$ cat src/rtl/add_seq_pkg.sv
// Shared types and default widths for the adder sequencer.
package add_seq_pkg;
  localparam int ADDR_W_D = 6;
  localparam int DATA_W_D = 32;
  localparam int CNT_W_D  = 4;

  typedef enum logic [1:0] {IDLE, SETTLE, OUT, DONE} state_t;

  typedef struct packed {
    logic [DATA_W_D-1:0] sum;
    logic                carry;
    logic [CNT_W_D-1:0]  index;
  } result_t;
endpackage

$ cat src/rtl/settle_timer.sv
// Loadable down-counter that parks at zero; zero flags the end of a settle window.
module settle_timer #(
  parameter  int SETTLE_CYCLES = 4,
  localparam int CW = (SETTLE_CYCLES > 1) ? $clog2(SETTLE_CYCLES) : 1
) (
  input  logic          clk,
  input  logic          rst_n,
  input  logic          load,
  input  logic          en,
  input  logic [CW-1:0] load_val,
  output logic          zero
);
  logic [CW-1:0] cnt;

  always_ff @(posedge clk or negedge rst_n) begin
    if (!rst_n)                cnt <= '0;
    else if (load)             cnt <= load_val;
    else if (en && cnt != '0)  cnt <= cnt - CW'(1);
  end

  assign zero = (cnt == '0);
endmodule

$ cat src/rtl/add_sequencer.sv
// Steps the shared adder through operand pairs, waits out the carry chain, hands results out.
import add_seq_pkg::*;

module add_sequencer #(
  parameter int ADDR_W        = ADDR_W_D,
  parameter int DATA_W        = DATA_W_D,
  parameter int CNT_W         = CNT_W_D,
  parameter int SETTLE_CYCLES = 4
) (
  input  logic              clk,
  input  logic              rst_n,
  input  logic              start,
  input  logic [ADDR_W-1:0] base_addr,
  input  logic [CNT_W-1:0]  num_pairs,
  output logic              busy,
  output logic              done,
  output logic              err,
  output logic [ADDR_W-1:0] adder_addr,
  input  logic [DATA_W-1:0] adder_sum,
  input  logic              adder_carry,
  output logic              res_valid,
  input  logic              res_ready,
  output logic [DATA_W-1:0] res_sum,
  output logic              res_carry,
  output logic [CNT_W-1:0]  res_index
);
  localparam int TW = (SETTLE_CYCLES > 1) ? $clog2(SETTLE_CYCLES) : 1;
  localparam int EW = ADDR_W + CNT_W + 1;

  if (SETTLE_CYCLES < 1) begin : g_bad_settle
    $error("add_sequencer: SETTLE_CYCLES must be >= 1");
  end

  state_t           state;
  result_t          res;
  logic [CNT_W-1:0] idx, n_lat;
  logic [EW-1:0]    end_addr;
  logic             bad, hs, last, tmr_load, tmr_zero;

  // One past the last operand must not exceed the memory size; avoids a -1 for empty jobs.
  assign end_addr = EW'(base_addr) + EW'({num_pairs, 1'b0});
  assign bad      = base_addr[0] || (end_addr > (EW'(1) << ADDR_W));
  assign hs       = res_valid && res_ready;
  assign last     = (idx == n_lat - CNT_W'(1));
  assign tmr_load = (state == IDLE && start && !bad && num_pairs != '0) ||
                    (state == OUT && hs && !last);

  settle_timer #(.SETTLE_CYCLES(SETTLE_CYCLES)) u_timer (
    .clk      (clk),
    .rst_n    (rst_n),
    .load     (tmr_load),
    .en       (state == SETTLE),
    .load_val (TW'(SETTLE_CYCLES - 1)),
    .zero     (tmr_zero)
  );

  always_ff @(posedge clk or negedge rst_n) begin
    if (!rst_n) begin
      state      <= IDLE;
      err        <= 1'b0;
      res_valid  <= 1'b0;
      res        <= '0;
      adder_addr <= '0;
      idx        <= '0;
      n_lat      <= '0;
    end else begin
      err <= 1'b0;
      case (state)
        IDLE: if (start) begin
          if (bad) err <= 1'b1;
          else if (num_pairs == '0) state <= DONE;
          else begin
            adder_addr <= base_addr;
            idx        <= '0;
            n_lat      <= num_pairs;
            state      <= SETTLE;
          end
        end
        SETTLE: if (tmr_zero) begin
          res       <= '{sum: adder_sum, carry: adder_carry, index: idx};
          res_valid <= 1'b1;
          state     <= OUT;
        end
        OUT: if (hs) begin
          res_valid <= 1'b0;
          if (last) state <= DONE;
          else begin
            idx        <= idx + CNT_W'(1);
            adder_addr <= adder_addr + ADDR_W'(2);
            state      <= SETTLE;
          end
        end
        DONE:    state <= IDLE;
        default: state <= IDLE;
      endcase
    end
  end

  assign busy      = (state != IDLE);
  assign done      = (state == DONE);
  assign res_sum   = res.sum;
  assign res_carry = res.carry;
  assign res_index = res.index;
endmodule

$ cat config.mk
export PLATFORM = sky130hd
export DESIGN_NAME = add_sequencer
export DESIGN_NICKNAME = d
export VERILOG_FILES = /design/src/rtl/add_seq_pkg.sv /design/src/rtl/settle_timer.sv /design/src/rtl/add_sequencer.sv
export SDC_FILE = /design/constraint.sdc
export NUM_CORES = 1
export LEC_CHECK = 0
export CORE_ASPECT_RATIO = 0.6
export CORE_MARGIN = 4
export CORE_UTILIZATION = 30
export DETAILED_ROUTE_END_ITERATION = 16
export HOLD_SLACK_MARGIN = 0.06
export PLACE_DENSITY_LB_ADDON = 0.15
export SLEW_MARGIN = 5
export SYNTH_ARGS = -nofsm -noshare
export SYNTH_HDL_FRONTEND = slang
export SYNTH_HIERARCHICAL = 1
export SYNTH_SLANG_ARGS = --single-unit
$ cat constraint.sdc
create_clock -name clk -period 2.15 [get_ports clk]
set_clock_uncertainty 0.1 [all_clocks]
set_input_delay 0.43 -clock clk [delete_from_list [all_inputs] [get_ports clk]]
set_output_delay 0.43 -clock clk [all_outputs]
set_load 0.1 [all_outputs]
Word-level counts from Yosys, hierarchy flattened
Index checks and enable logic that the tools add are counted.

storage, ports and cells
  bits in registers = 57
  logic and storage cells = 80
  output and inout bits = 47

operators by class
  add/sub/neg operators = 5
  reductions and logical operators = 25
  bitwise operators = 2
  multiplexer cells = 27
  equality and inequality tests = 10
  magnitude comparators = 1

operator list
  kind                                                                   count
  6-bit 2-to-1 mux                                                       5
  4-bit 2-to-1 mux                                                       5
  2-bit 2-to-1 mux                                                       8
  2-bit != test, second input constant                                   6
  6-bit one-hot mux with 2 select lines                                  1
  2-bit nonzero test                                                     5
  2-bit one-hot mux with 4 select lines                                  1
  4-bit one-hot mux with 2 select lines                                  1
  4-bit AND reduction                                                    2
  6-bit by 5-bit adder with 7-bit output                                 1
  7-bit > comparator, second input constant                              1
  1-bit logical AND                                                      7
  6-bit by 2-bit adder with 6-bit output, second input constant          1
  6-bit AND reduction                                                    1
  1-bit 2-to-1 mux                                                       5
  4-bit by 1-bit adder with 4-bit output, second input constant          1
  2-bit equality test, second input constant                             2
  4-bit equality test                                                    1
  2-bit zero test                                                        2
  4-bit zero test                                                        1
  4-bit nonzero test                                                     1
  4-bit by 1-bit subtractor with 4-bit output, second input constant     1
  3-bit AND reduction                                                    1
  2-bit by 1-bit equality test with 1-bit output, second input constant  1
  other kinds (6)                                                        9

Logic depth before layout (Yosys ltp)
  depth in word-level cells = 8
  depth in mapped cells = 11

Cells and area by module
The synthesis kept the hierarchy.

modules (own cells, without submodules)
  module         area each (um^2)  cells an instance  sequential area each (um^2)  instances
  add_sequencer  2506.2            200                1376.3                       1
  settle_timer   132.6             13                 50.0                         1

Least setup slack after synthesis
Ideal clock, no wire load.

  path kind = input-to-reg
  start point = input port base_addr[1]
  end point = register u_timer.cnt[1]
  stages = 11
  arrival = 2.400 ns
  path buffers = 1
  setup slack = -0.466 ns
  setup time = 0.116 ns
  cells stage by stage = ha_1 > inv_1 > fa_1 > xnor2_1 > nor3_1 > o2111a_1 > o21a_1 > or2_1 > buf_6 > or4b_1 > o311ai_0

between the ends
  cells in the longest elaborated chain, start to end = 8
  elaborated cells on any way between the ends = 9
  those cells by class = add/sub (1); order compare (1); mux (1); reduce/logical (6)

ends and longest elaborated chain
  element                                                        RTL line             text
  start: declaration                                             add_sequencer.sv:13  input logic [ADDR_W-1:0] base_addr,
  6-bit by 5-bit adder with 7-bit output *                       add_sequencer.sv:41  assign end_addr = EW'(base_addr) + EW'({num_pairs, 1'b0});
  7-bit > comparator *                                           add_sequencer.sv:42  assign bad = base_addr[0] || (end_addr > (EW'(1) << ADDR_W));
  1-bit logical OR *                                             add_sequencer.sv:42
  1-bit zero test *                                              add_sequencer.sv:45  assign tmr_load = (state == IDLE && start && !bad && num_pairs != '0) ||
  1-bit logical AND * (2 in a row)                               add_sequencer.sv:45
  1-bit logical OR *                                             add_sequencer.sv:45
  via tmr_load                                                   add_sequencer.sv:38  logic bad, hs, last, tmr_load, tmr_zero;
  2-bit 2-to-1 mux / 2-bit nonzero test (equally long branches)  -
  end signal: assignment                                         settle_timer.sv:17   else if (load) cnt <= load_val;
  end signal: assignment                                         settle_timer.sv:18   else if (en && cnt != '0) cnt <= cnt - CW'(1);
  end: declaration                                               settle_timer.sv:13   logic [CW-1:0] cnt;

The timed path passes the listed nets; every way through them passes the cells marked *.
A chain may end at the register's enable or synchronous reset.

Worst setup path after layout
  start point = input port num_pairs[2]
  end point = register u_timer.cnt[1]

between the ends
  cells in the longest elaborated chain, start to end = 8
  elaborated cells on any way between the ends = 10
  those cells by class = add/sub (1); order compare (1); mux (1); reduce/logical (7)

ends and longest elaborated chain
  element                                                        RTL line             text
  start: declaration                                             add_sequencer.sv:14  input logic [CNT_W-1:0] num_pairs,
  6-bit by 5-bit adder with 7-bit output                         add_sequencer.sv:41
  7-bit > comparator                                             add_sequencer.sv:42
  1-bit logical OR                                               add_sequencer.sv:42
  1-bit zero test                                                add_sequencer.sv:45
  1-bit logical AND                                              add_sequencer.sv:45
  1-bit logical AND *                                            add_sequencer.sv:45
  1-bit logical OR *                                             add_sequencer.sv:45
  2-bit 2-to-1 mux / 2-bit nonzero test (equally long branches)  -

Every way passes the cells marked *; elsewhere a longest branch is shown, timed or not.

==> flow_summary.yaml <==
yosys:
  ys_top_cells_by_area: "dfrtp_1 (54%), mux2_2 (16%), ha_1 (3.8%)"
  ys_seq_area_frac: 0.5405
  synthFlopType: "dfrtp_1"
  synth.most_common_cell: "dfrtp_1"
  netlist_instances: 213
  ys_seq_elements: 57
  yosys.cell_types.count: 42
  ys_warn_count: 6
  synthesis.area_sq_mm: 0.002639
  yosys.area.top_type: "dfrtp_1"
  async_flop_share: 1.000
  synth_commonest_cells: "dfrtp_1 (57), mux2_2 (37), nand2_1 (17)"
  synth-edff-count: 0
  postSynthAreaPerCell_sq_um: 12.39
  synth_top_area_share: 0.5405
global_route:
  grt_max_degree: 58
  antenna_found_initial: 0
  grt_remaining_overflow: 0
  grt_pass1_wl_um: 10210
  grt_pass1_vias: 1986
  grt_usage: 0.1290
worst_setup_path:
  start_kind: "input pin"
  arrival_ns: 2.37
  r2r_cells: 8
  r2r_setup_slack_ns: -0.06
  worstReg2RegStart: "n_lat[1]"
  worstPathMaxFanout: 5
  endpoint: "u_timer/cnt[1]"
  critPathLaunch: "num_pairs[2]"
  reg2reg_to: "u_timer/cnt[1]"
  required_ns: 2.27
  end_kind: "flip-flop"
  criticalPathCategory: "in -> reg"
routing:
  drc: 0
  vias: 2015
  drtIter0Drc: 33
  via_per_inst: 4.429
  wl_met1_um: 3194
  wirelength_um: 6468
  avgRoutedWirePerCell_um: 14.22
  top_layer_used: "met4"
  first_pass_iters: 4
  met3_length_um: 479
  antenna_left: 0
  wl_met2_um: 2765
final_layout:
  regArea_sq_mm: 0.001426
  drive_gt1_frac: 0.4577
  multi_input_area_sq_mm: 0.001259
  fillers: 773
  diodes: 0
  num-nets-final: 394
  area_growth_pct: 60.79
sta:
  finalCriticalPeriod_ns: 2.252
  slew_violations: 0
  clock.fmax_mhz: 444.1
  setup_ws_ns: -0.1018
  hold_violations: 0
  fin_hold_ws_ns: 0.2292
  rsz0062_at_grt: "yes"
  setup_viol: 4
  fin_setup_tns_ns: -0.1582
  fin_crit_sh: 1.047
clocking:
  clock_latency_ns: 0.32
  cts_tree: "done"
  clockBufferDepth: 2
  clockRootBuffer: "clkbuf_16"
  cts_inserted_buffers: 9
  clk_pin_slew_ns: 0.05
  cts.sink_count: 57
  htree_levels: 3
min_path:
  hold_start: "num_pairs[0]"
  hold_path.class: "in -> reg"
die:
  core_sq_mm: 0.008523
  dieHeight_um: 80.65
  dieArea_sq_mm: 0.01041
  initial_utilization: 0.3096
  rows: 26
  pin_count: 94
  die_w_um: 129.1
placement:
  dp_hpwl_um: 4774
  gp_congestion: 0.7369
  place_ws_ns: -0.9297
  io_buffer_count: 93
run_status:
  violations: "setup timing"
  outcome: "complete, but fails checks"
flow_run:
  maxCapViolCount: 0
==> metrics by stage <==
step / instances / area (sq um) / util
2_1_floorplan: 214 / 2670 / -
6_report: 455 / 4243 / 0.4978
5_1_grt: 455 / 4243 / 0.4978
4_1_cts: 454 / 4175 / 0.4899
3_5_place_dp: 436 / 3826 / 0.4489
3_3_place_gp: 436 / 3826 / 0.4489
==> layout by cell type, fill, tap and decap left out, types with 2 or more instances in the layout <==
| cell type | instances |
|---|---|
| clkbuf_16 | 9 |
| inv_2 | 3 |
| xnor2_1 | 6 |
| clkdlybuf4s50_1 | 37 |
| ha_4 | 5 |
| buf_12 | 5 |
| clkbuf_8 | 3 |
| nor2b_1 | 3 |
| nand2b_1 | 3 |
| nand3_1 | 4 |
| inv_1 | 8 |
| clkbuf_1 | 2 |
| or2_4 | 2 |
| conb_1 | 2 |
| xor2_1 | 6 |
| buf_2 | 3 |
| buf_4 | 69 |
| nor3_1 | 2 |
| mux2_2 | 37 |
| nand2_1 | 16 |
| mux2_4 | 4 |
| o21ai_0 | 10 |
| buf_8 | 2 |
| or4b_4 | 2 |
| ha_1 | 3 |
| dfrtp_1 | 57 |
| nor2_1 | 10 |
==> repair_timing <==
action / in CTS / in global routing
pin swaps: 8 / 9
cloned: 0 / 0
hold buffers: 1 / 0
hold endpoints to repair: 57 / 0
gates resized for setup: 40 / 17
buffers inserted: 2 / 1
endpoints found under the setup margin: 19 / 11
==> layout make-up <==
class	instances	area share
Sequential cell	57	0.3362
Multi-Input combinational cell	139	0.2967
Inverter	11	0.009732
Clock buffer	14	0.06458
Tap cell	112	0.03303
Timing Repair Buffer	120	0.2515
Clock inverter	2	0.008257
==> metal layers <==
layer	vias to the layer above	track usage
li1	991	-
met1	964	0.1822
met2	54	0.1741
met3	6	0.06113
met4	0	0.03459
met5	-	0
==> cells by family after synthesis <==
family,synth area share
AND/OR/NAND/NOR,0.09864
AO/OA/AOI/OAI,0.05975
buffers and inverters,0.02987
XOR/XNOR,0.03983
other,0.001421
adder cells (fa/ha/maj),0.04552
multiplexers,0.1844
flip-flops,0.5405
==> state kept, by name, indices dropped and copies added, names as in the netlist <==
name and flops:
adder_addr 6, n_lat 4, res_index 4, res_carry 1, res_valid 1, err 1
state 2, idx 4, res_sum 32, u_timer/cnt 2
==> worst max-delay path: stages <==
cell	delay, ns
buf_4	0.13
ha_4	0.29
a21oi_2	0.07
and3b_1	0.18
o2111a_1	0.25
o21a_1	0.18
or2_4	0.26
or4b_4	0.51
o311ai_4	0.07
==> worst min-delay path by stage <==
stage / to / cells after the start / slack (ns)
6_report: n_lat[0] / 3 / 0.23
5_1_grt: n_lat[0] / 3 / 0.26
4_1_cts: n_lat[0] / 3 / 0.22
3_5_place_dp: adder_addr[3] / 2 / 0.36
3_3_place_gp: adder_addr[3] / 2 / 0.36
2_1_floorplan: adder_addr[0] / 0 / 0.03
Power is not shown: default switching activity piles up to over one toggle a cycle in this logic, so the estimate is an artifact.
